[src/rtl/io_handshake.sv]
// I/O controller for LD/ST: LD stalls until the "go" button is pressed and released,
// then hands the captured switch value to the register file; ST latches a value onto the LEDs.
module io_handshake #(
   parameter int WIDTH       = 8,
   parameter int SYNC_STAGES = 2
) (
   input  logic             clk,
   input  logic             rst,
   input  logic             read_in,
   input  logic             write_out,
   input  logic [WIDTH-1:0] wr_data,
   input  logic [WIDTH-1:0] sw_data,
   input  logic             sw_go,
   output logic [WIDTH-1:0] rd_data,
   output logic             stall,
   output logic [WIDTH-1:0] leds
);

   typedef enum logic [1:0] {
      IDLE,
      WAIT_PRESS,
      WAIT_RELEASE,
      COMMIT
   } state_t;

   state_t           state_reg, state_next;
   logic             sync_reg [SYNC_STAGES];
   logic             go_s;
   logic             go_d_reg;
   logic             press;
   logic [WIDTH-1:0] rd_data_reg, rd_data_next;
   logic [WIDTH-1:0] leds_reg, leds_next;

   // Button synchronizer chain; stage 0 samples the asynchronous pin.
   generate
      for (genvar gi = 0; gi < SYNC_STAGES; gi++) begin : g_sync
         if (gi == 0) begin : g_first
            always_ff @(posedge clk) begin
               if (rst) sync_reg[gi] <= 1'b0;
               else     sync_reg[gi] <= sw_go;
            end
         end else begin : g_rest
            always_ff @(posedge clk) begin
               if (rst) sync_reg[gi] <= 1'b0;
               else     sync_reg[gi] <= sync_reg[gi-1];
            end
         end
      end
   endgenerate

   assign go_s  = sync_reg[SYNC_STAGES-1];
   assign press = go_s & ~go_d_reg;

   always_ff @(posedge clk) begin
      if (rst) begin
         go_d_reg    <= 1'b0;
         state_reg   <= IDLE;
         rd_data_reg <= '0;
         leds_reg    <= '0;
      end else begin
         go_d_reg    <= go_s;
         state_reg   <= state_next;
         rd_data_reg <= rd_data_next;
         leds_reg    <= leds_next;
      end
   end

   always_comb begin
      state_next   = state_reg;
      rd_data_next = rd_data_reg;
      leds_next    = leds_reg;
      case (state_reg)
         IDLE: begin
            // LD wins over a simultaneous ST; the ST is dropped.
            if (read_in)        state_next = WAIT_PRESS;
            else if (write_out) leds_next  = wr_data;
         end
         WAIT_PRESS: begin
            if (press) begin
               rd_data_next = sw_data;
               state_next   = WAIT_RELEASE;
            end
         end
         WAIT_RELEASE: begin
            if (!go_s) state_next = COMMIT;
         end
         COMMIT:  state_next = IDLE;
         default: state_next = IDLE;
      endcase
   end

   // Combinational so the PC/register-file hold takes effect on the same edge.
   assign stall   = ((state_reg == IDLE) && read_in) ||
                    (state_reg == WAIT_PRESS) || (state_reg == WAIT_RELEASE);
   assign rd_data = rd_data_reg;
   assign leds    = leds_reg;

endmodule

[config.mk]
export PLATFORM = sky130hd
export DESIGN_NAME = io_handshake
export DESIGN_NICKNAME = d
export VERILOG_FILES = /design/src/rtl/io_handshake.sv
export SDC_FILE = /design/constraint.sdc
export NUM_CORES = 1
export LEC_CHECK = 0
export CORE_UTILIZATION = 53
export DETAILED_ROUTE_END_ITERATION = 6
export DONT_BUFFER_PORTS = 1
export HOLD_SLACK_MARGIN = 0.1
export PLACE_DENSITY = 0.68
export SLEW_MARGIN = 20
export SYNTH_ARGS = -nofsm -noshare
export SYNTH_HDL_FRONTEND = slang
export SYNTH_SLANG_ARGS = --single-unit
[constraint.sdc]
create_clock -name clk -period 3 [get_ports clk]
set_clock_uncertainty 0.1 [all_clocks]
set_input_delay 0.75 -clock clk [delete_from_list [all_inputs] [get_ports clk]]
set_output_delay 0.75 -clock clk [all_outputs]
set_load 0.05 [all_outputs]
# --- Word level (Yosys, flattened, before mapping) ---
# Memories as Yosys holds them, arrays and structs flattened.
# Cells that the tools add are included.
totals:
  regBits: 19
  latchBits: 0
  ram_bits: 2
  mem_bits_ro: 0
  in_bits: 21
  elab_cells: 32
  mem_count: 1
memory_table:
  columns: ["memory", "depth", "word_bits", "read_ports", "rd_clocked_by_memory_dff", "wr", "line", "source"]
  rows:
  - ["sync_reg", 2, 1, 2, 0, 2, "27", "logic sync_reg [SYNC_STAGES];"]
op_classes:
  add_sub_neg: 0
  mul: 0
  n_div: 0
  magnitude_cmp: 0
  eq_ne: 6
  shifts: 0
  mux: 9
  n_bitwise: 5
  n_reduce_logical: 7
op_table:
  columns: ["cell", "n"]
  rows:
  - ["one-hot mux 2 bit (4 select lines)", 1]
  - ["2-to-1 mux 2 bit", 3]
  - ["inequality test 2 bit, second input constant", 3]
  - ["AND reduction 3 bit", 2]
  - ["2-to-1 mux 1 bit", 5]
  - ["equality test 2 bit, second input constant", 2]
  - ["equality test 2 x 1 -> 1 bit, second input constant", 1]
  - ["logical NOT 2 bit", 1]
  - ["logical OR 1 bit", 2]
  - ["inverter 1 bit", 2]
  - ["bitwise OR 1 bit", 2]
  - ["AND reduction 2 bit", 1]
  - ["bitwise AND 1 bit", 1]
  - ["logical AND 1 bit", 1]

# --- Depth between registers and ports, before layout ---
logic_depth:
  word_depth: 4
  ltp_mapped: 6
  mapped_depth_nobuf: 5

# --- Least setup slack after synthesis ---
# Ideal clock, no wire load.
synth_path:
  path_type: "input to output"
  from: "input port read_in"
  to: "output port stall"
  t_arrival_ns: 1.187
  path_slack_ns: 0.963
  path_stages: 1
  path_buffers: 0
  cell_sequence: "a211o_2"
synth_via:
  elab_chain_cells: 3
synth_lines:
  columns: ["element", "line", "source"]
  rows:
  - ["start, declared", "9", "input logic read_in,"]
  - ["logical AND 1 bit", "93", "assign stall = ((state_reg == IDLE) && read_in) ||"]
  - ["logical OR 1 bit", "93", null]
  - ["logical OR 1 bit", "94", "(state_reg == WAIT_PRESS) || (state_reg == WAIT_RELEASE);"]
  - ["end, declared", "15", "output logic stall,"]
# Every way passes these cells.

# --- Final worst setup path ---
layout_path:
  from: "register state_reg[0]"
  to: "output port stall"
layout_via:
  elab_chain_cells: 4
  elab_cells_between_ends: 6
  cone_classes: "eq/ne (2); reduce/logical (4)"
layout_lines:
  columns: ["element", "line", "source"]
  rows:
  - ["start, declared", "26", "state_t state_reg, state_next;"]
  - ["start signal, assigned", "62", "state_reg <= state_next;"]
  - ["logical NOT 2 bit", "93", null]
  - ["logical AND 1 bit", "93", null]
  - ["logical OR 1 bit", "93", null]
  - ["logical OR 1 bit *", "94", null]
# Every way passes the cells marked *; elsewhere a longest branch is shown, timed or not.

==> flow_summary_export.csv <==
group,metric,value,unit
outcome,outcome,"finished clean",
setup_path,cp.depth,3,
die,fp-row-count,13,
min_path,hold_start,"sync_reg[0]",
route,routed-via-count,490,
sta,slew_headroom,64.07,%
placement,place.gp.congestion,0.5855,
grt,grt_pass1_vias,396,
sta,setup_viol,0,
route,wl_per_cell,13.76,microns
setup_path,cp_num_buf_inv,1,
synth,yosysSeqAreaShare,51.61,%
power,p_total,0.7333,mW
power,vdd_drop_max,0.5505,mV
cts,clk_latency,300,ps
cts,cts.clk_slew.worst_paths,100,ps
die,die_h,41.20,microns
layout,diodes,0,
setup_path,critPathRequiredTime,2150,ps
min_path,hold_path_class,"reg -> reg",
placement,dp_cells,88,
synth,ys_seq_elements,21,
sta,worst_pin_slew,537.4,ps
synth,syn-num-nets,101,
setup_path,worstSetupStartpointType,"flip-flop",
min_path,holdPathEnd,"sync_reg[1]",
route,routed_wl,1266,microns
die,die_area,1697,sq um
route,drc,0,
sta,rsz0062_at_grt,"no",
die,ioPinCount,38,
setup_path,worst-setup-path-type,"reg -> out",
cts,cts_hold_buf,0,
route,antenna_left,0,
sta,setup_ws,741.1,ps
grt,grt_max_degree,23,
synth,netlist_area,814.5,sq um
setup_path,crit_arrival,1410,ps
route,drt_iter0_markers,8,
route,drt-pass1-iter-count,4,
cts,post-cts-setup-buffers,0,
placement,numPortBuffers,0,
layout,layout.nets,102,
layout,stdcell_count,92,
cts,cts_resized,0,
cts,cts-root-buf,"clkbuf_4",
cts,htree_levels,1,
layout,fillerInstances,115,
setup_path,reg2reg_from,"state_reg[0]",
setup_path,cp_top_family,"compound AO/OA/AOI/OAI gates",
setup_path,slowest_stage,"a211o_2",
setup_path,r2r_setup_slack,1390,ps
placement,preCtsSetupSlack,960.9,ps
power,cellPowerDensity,873.5,nW/um^2
layout,drive_above_1_share,5.195,%
sta,hold_viol_final,0,
setup_path,end_kind,"primary output",
die,die_w,41.20,microns
sta,finalWorstPathRequiredPeriod,2259,ps
cts,clock_sinks,21,
cts,cts_buffer_depth,2,
route,avgViaCountPerCell,5.326,
setup_path,critPathMaxFanout,4,
cts,cts_tree,"built",
synth,avgSynthCellArea,10.58,sq um
sta,hold_ws,348.7,ps
cts,numCtsBuffers,3,
power,cellLeakagePower,0.4397,nW
grt,grt_overflow,0,
sta,finalCritPeriodShare,75.30,%
run,max_cap_viol_count,0,
sta,tns,0,ps
setup_path,path_cells,"inv_1 -> ha_1 -> a211o_2",
min_path,whs_path_depth,1,
setup_path,r2r-end,"leds[4]",
setup_path,max_stage_delay,430,ps
grt,antenna_found_initial,0,
synth,yosysUniqueCellTypes,15,
grt,grt_use_total,14.53,%
setup_path,rr_worst_depth,5,
sta,fmax,442.7,MHz
synth,ys_warn_count,0,
layout,areaGrowthSynthToFinish,3.072,%
sta,finalMaxSlewViolations,0,
synth,netlist_instances,77,
grt,grt_pass1_wl,1497,microns
die,initial_core_util,59.62,%
die,core,1366,sq um
[report_power, final]
part	switching (mW)	internal, mW	leakage (nW)
Sequential	0.0786	0.311	0.171
Clock	0.0796	0.0518	0.0150
Combinational	0.125	0.0875	0.254
[worst max-delay path by stage]
stage | startpoint | end | slack (ps)
finish | state_reg[0] | stall | 740
global route | state_reg[0] | stall | 660
CTS | state_reg[0] | stall | 730
detailed placement | read_in | stall | 960
global placement | read_in | stall | 960
floorplan | read_in | stall | 960
[cells in the final DEF, fill, tap and decap left out]
master	Yosys	routed
nor2b_1	3	3
nand3b_1	2	2
clkbuf_4	0	3
inv_1	4	4
clkbuf_1	2	1
mux2i_1	17	17
nand2b_1	3	3
o211a_1	1	1
a211o_1	1	1
dfxtp_1	21	21
a211o_2	1	1
ha_1	3	3
a222oi_1	1	1
nor2_1	16	16
[cells by family after synthesis]
kind of cell | Yosys count | synth area share [%]
adder cells (fa/ha/maj) | 3 | 4.609
buffers and inverters | 8 | 4.301
AND/OR/NAND/NOR | 24 | 13.83
multiplexers | 17 | 20.89
flip-flops | 21 | 51.61
AO/OA/AOI/OAI | 4 | 4.762
[synthesized netlist by cell type]
cell | n | area (sq um)
dfxtp_1 | 21 | 420.4
mux2i_1 | 17 | 170.2
nor2_1 | 16 | 60.06
inv_1 | 4 | 15.01
ha_1 | 3 | 37.54
nand2b_1 | 3 | 18.77
nor2b_1 | 3 | 18.77
clkbuf_1 | 2 | 7.510
nand3b_1 | 2 | 15.01
a211o_1 | 1 | 8.760
a211o_2 | 1 | 10.01
a222oi_1 | 1 | 10.01
buf_2 | 1 | 5.000
buf_4 | 1 | 7.510
o211a_1 | 1 | 10.01
[worst reg2reg max path, stage by stage, from the launching register on]
cell and delay [ps]:
dfxtp_1 370, inv_1 80, ha_1 240, nand3b_1 410, mux2i_1 260, nor2_1 60
[metrics by stage]
step / instance area [sq um] / util, %
6_report: 839.6 / 61.45
3_3_place_gp: 813.3 / 59.52
4_1_cts: 839.6 / 61.45
5_1_grt: 839.6 / 61.45
2_1_floorplan: 814.5 / -
3_5_place_dp: 813.3 / 59.52
[final cells by class]
cell class | count | area (sq um) | area share (%)
tap | 15 | 18.77 | 2.235
multi-input combinational | 48 | 359.1 | 42.77
inverter | 4 | 15.01 | 1.788
sequential | 21 | 420.4 | 50.07
clock buffer | 4 | 26.28 | 3.130
[layer usage]
layer / vias up / routed length (microns) / track usage (%) / part of all wire (%)
li1: 255 / - / - / -
met1: 212 / 550 / 15.00 / 43
met2: 21 / 631 / 23.44 / 50
met3: 2 / 70 / 4.891 / 5.5
met4: 0 / 14 / 12.10 / 1.1
met5: - / 0 / 0 / 0
(Power assumes the default switching activity.)
